--- config.mk ---
export PLATFORM = sky130hd
export DESIGN_NAME = rr_select_encoder
export DESIGN_NICKNAME = d
export VERILOG_FILES = /design/src/rtl/rr_select_encoder.sv
export SDC_FILE = /design/constraint.sdc
export NUM_CORES = 1
export LEC_CHECK = 0
export CAP_MARGIN = 40
export CELL_PAD_IN_SITES_DETAIL_PLACEMENT = 0
export CELL_PAD_IN_SITES_GLOBAL_PLACEMENT = 1
export CORE_MARGIN = 2
export CORE_UTILIZATION = 44
export CTS_BUF_LIST = sky130_fd_sc_hd__clkbuf_8
export CTS_CLUSTER_SIZE = 30
export DETAILED_ROUTE_END_ITERATION = 7
export GPL_TIMING_DRIVEN = 0
export PLACE_DENSITY_LB_ADDON = 0.1
export SLEW_MARGIN = 20
export SYNTH_ARGS = -nofsm -noshare
export SYNTH_HDL_FRONTEND = slang
export SYNTH_SLANG_ARGS = --single-unit
export TNS_END_PERCENT = 100
--- constraint.sdc ---
create_clock -name clk -period 2.9 [get_ports clk]
set_clock_uncertainty 0.2 [all_clocks]
set_input_delay 0.58 -clock clk [delete_from_list [all_inputs] [get_ports clk]]
set_output_delay 0.58 -clock clk [all_outputs]
set_load 0.01 [all_outputs]
--- src/rtl/rr_select_encoder.sv ---
// rr_select_encoder: 4-channel round-robin arbiter emitting a binary select index with hold timeout and a dead gap between grants.
module rr_select_encoder #(
  parameter int CNT_W    = 4,
  parameter int HOLD_MAX = 12
) (
  input  logic       clk,
  input  logic       rst_n,
  input  logic [3:0] req,
  input  logic       done,
  output logic [1:0] sel_idx,
  output logic       sel_valid,
  output logic       hold_expired
);
  typedef enum logic [1:0] {IDLE, GRANT, GAP} state_t;
  localparam logic [CNT_W-1:0] LIM = CNT_W'(HOLD_MAX - 1);
  state_t state;
  logic [1:0] last_ptr, pick, c;
  logic [CNT_W-1:0] hold_cnt;
  logic timeout, rel;
  // Scan offsets from farthest to nearest so the channel right after last_ptr wins.
  always_comb begin
    pick = last_ptr;
    c = last_ptr;
    for (int i = 4; i >= 1; i--) begin
      c = last_ptr + 2'(i);
      pick = req[c] ? c : pick;
    end
  end
  assign timeout = (HOLD_MAX != 0) && (hold_cnt == LIM);
  assign rel = done || !req[sel_idx] || timeout;
  always_ff @(posedge clk or negedge rst_n) begin
    if (!rst_n) begin
      state <= IDLE;
      sel_idx <= 2'b00;
      sel_valid <= 1'b0;
      hold_expired <= 1'b0;
      last_ptr <= 2'b11;
      hold_cnt <= '0;
    end else begin
      hold_expired <= 1'b0;
      case (state)
        IDLE: if (|req) begin
          sel_idx <= pick;
          sel_valid <= 1'b1;
          hold_cnt <= '0;
          state <= GRANT;
        end
        GRANT: if (rel) begin
          sel_valid <= 1'b0;
          last_ptr <= sel_idx;
          hold_cnt <= '0;
          hold_expired <= !done && req[sel_idx];
          state <= GAP;
        end else hold_cnt <= &hold_cnt ? hold_cnt : hold_cnt + 1'b1;
        GAP: state <= IDLE;
        default: state <= IDLE;
      endcase
    end
  end
endmodule

==> reports/metrics.cfg <==
[status]
status = complete, no violations

[global_route]
use_met2_pct = 24.55
grt_pass1_vias = 502
antenna_found_initial = 0
grt_use_total_pct = 15.62
met1_usage_pct = 19.89
grtUsageMet3_pct = 1.702
grt_start_max_net_pins = 13
grt_first_pass_wirelength_um = 2132
gr-total-overflow = 0
grt.busiest_layer = met2

[yosys]
synth.top_cell.area_share_pct = 37.45
synth_area_per_cell_um2 = 10.12
yosysWarnings = 0
synth_fp_nets = 74
yosys_most_used_dff = dfrtp_1
yosysMostFrequentCell = dfrtp_1
synthArstFlopShare_pct = 100.0
syn_area_um2 = 668.1
yosysSeqAreaShare_pct = 45.32
synth_edf_count = 0
synth.largest_area_cell = dfrtp_1
synth_common_cells = dfrtp_1, inv_1, nand2_1
ys_top_cells_by_area = dfrtp_1, dfstp_2, inv_1, mux2_2, mux2i_1
ys_types = 29
synthCells = 66
ys_ff_latch = 12

[floorplan]
dieArea_um2 = 1846
rows = 14
die-height_um = 42.97
start_util_pct = 45.41
coreArea_um2 = 1471
fp.dieW_um = 42.97
pin_count = 11

[setup_path]
cp-endpoint = last_ptr[1]$_DFFE_PN1P_
r2r_start = hold_cnt[0]$_DFFE_PN0P_
startpoint_type = input port
reg2reg_to = last_ptr[1]$_DFFE_PN1P_
critPathMaxFanout = 6
critPathKind = input port to flop
startpoint = req[1]
crit_path_end_kind = flop
required_ps = 2860
critPathBufInv = 1
worstPathCellList = clkdlybuf4s50_1, mux2i_1, o22ai_1, a21oi_2, mux2_2
arrival_ps = 2200
critPathMaxStageDelay_ps = 500
r2r_slack_ps = 960
critical_path.top_delay_family = multiplexers
cp_slowest_cell = clkdlybuf4s50_1
rr_worst_depth = 5
cp.depth = 5

[detailed_routing]
viasPerCell = 5.740
drt_iter0_drc = 5
routed_wl_um = 1206
antenna_left = 0
wl_per_cell_um = 12.56
post-route-drc-count = 0
drtPass1Iterations = 4
vias = 551

[power_and_ir_drop]
p_comb_share_pct = 38.5
p_total_mw = 0.7346
seq_power_share_pct = 41.4
p_per_area_nw_per_um2 = 881.5
clkPwrFrac_pct = 20.1
cellLeakagePower_nw = 0.3469
p_switching_mw = 0.2535
p_int_mw = 0.4810
ir_worst_vdd_uv = 419.3
switching_share_pct = 34.51

[cts]
clk_pin_slew_worst_paths_ps = 50
cts.sinks = 12
cts_buffers = 3
clock_path_buffers = 2
htreeDepth = 1
holdBufCountCts = 0
clk_latency_ps = 230
postCtsSetupBuffers = 0
cts_tree = done
cts_root_buf = clkbuf_8
cts_resized = 0

[worst_hold_path]
min_path_type = flop to flop
min_from = sel_valid$_DFFE_PN0P_

[timing]
relSlewSlack_pct = 66.13
setup_viol = 0
finalHoldViolations = 0
min_period_ps = 2247
fin_setup_tns_ps = 0
rsz0062_at_grt = no
period_share_pct = 77.48
drv_slew = 0
max_freq_mhz = 445.1
whs_ps = 347.5
worst_slew_pin_slew_ps = 506.5

[cells_and_area]
num-nets-final = 89
postLayoutCellArea_um2 = 833.3
syn_to_final_growth_pct = 24.72
antenna_cells = 0
instances_no_fill = 96
drive_gt1_share_pct = 16.25

[placed_design]
dp_cells = 92
place_congestion = 0.7098
place_area_um2 = 788.3
io_buffer_count = 10
dpl.hpwl_um = 949.3

[flow_run]
cap_violations = 0

worst min-delay path by stage:
| stage | end | cells after the start |
|---|---|---|
| global route | sel_valid$_DFFE_PN0P_ | 2 |
| CTS | sel_valid$_DFFE_PN0P_ | 2 |
| finish | sel_valid$_DFFE_PN0P_ | 2 |
| detailed placement | sel_valid$_DFFE_PN0P_ | 2 |
| floorplan | hold_cnt[0]$_DFFE_PN0P_ | 0 |
| global placement | sel_valid$_DFFE_PN0P_ | 2 |
metal layers:
metal	share of wire, %	wire length [um]
met1	47	561
met5	0	0
met4	1.2	15
met2	47	571
met3	4.7	57
final cells by class:
class | instances | area [um2]
clock buffers | 3 | 41.29
clock inverters | 1 | 3.754
fillers | 138 | 638.1
inverters | 9 | 33.78
multi-input cells | 45 | 331.6
flip-flops and latches | 12 | 302.8
well taps | 16 | 20.02
repair buffers | 10 | 100.1
logic make-up (layout without fill, tap and decap cells):
kind of cell               after synthesis  in the layout  synth area share (%)
muxes                                    6              6                 9.550
AOI/OAI and AO/OA                       21             21                 22.85
adders and majority gates                1              1                 1.872
buffers and inverters                    9             23                 5.056
and+or+nand+nor                         17             17                 15.36
DFF                                     12             12                 45.32
flip-flops by register name (all words and copies together) (netlist names):
| register | cells |
|---|---|
| hold_cnt | 4 |
| last_ptr | 2 |
| sel_idx | 2 |
| state | 2 |
| hold_expired | 1 |
| sel_valid | 1 |
power by group through the flow:
stage               registers (mW)  clock network [mW]  logic [mW]
floorplan                    0.299                   0       0.194
global placement             0.303                   0       0.285
detailed placement           0.305                   0       0.288
CTS                          0.303               0.151       0.288
global route                 0.319               0.158       0.319
finish                       0.304               0.147       0.283
per-stage QoR:
stage / worst slack [ps] / utilization (%)
floorplan: 1052 / -
global placement: 420.4 / 53.57
detailed placement: 409.7 / 53.57
CTS: 646.0 / 56.63
global route: 548.7 / 56.63
finish: 653.2 / 56.63
tightest hold or removal path: stages, from the launching register on:
cell	delay, ps
dfrtp_1	370
inv_1	50
o21ai_0	80
cell usage in the layout, fill, tap and decap left out:
master	n
a21boi_1	1
a21oi_1	3
a21oi_2	1
a221oi_1	1
a22oi_1	1
a31oi_1	3
a41oi_1	1
and3_1	1
clkbuf_8	3
clkdlybuf4s50_1	10
dfrtp_1	10
dfstp_2	2
ha_1	1
inv_1	10
mux2_2	3
mux2i_1	3
nand2_1	4
nand2b_1	2
nand3_1	2
nand4_1	1
nor2b_1	1
nor3b_1	1
nor4_1	1
o211ai_1	1
o21ai_0	3
o21ai_1	3
o22ai_1	2
o32ai_4	1
or2_2	2
or3_1	1
or4b_4	1
Note: power is estimated with default switching activity, not from simulation.
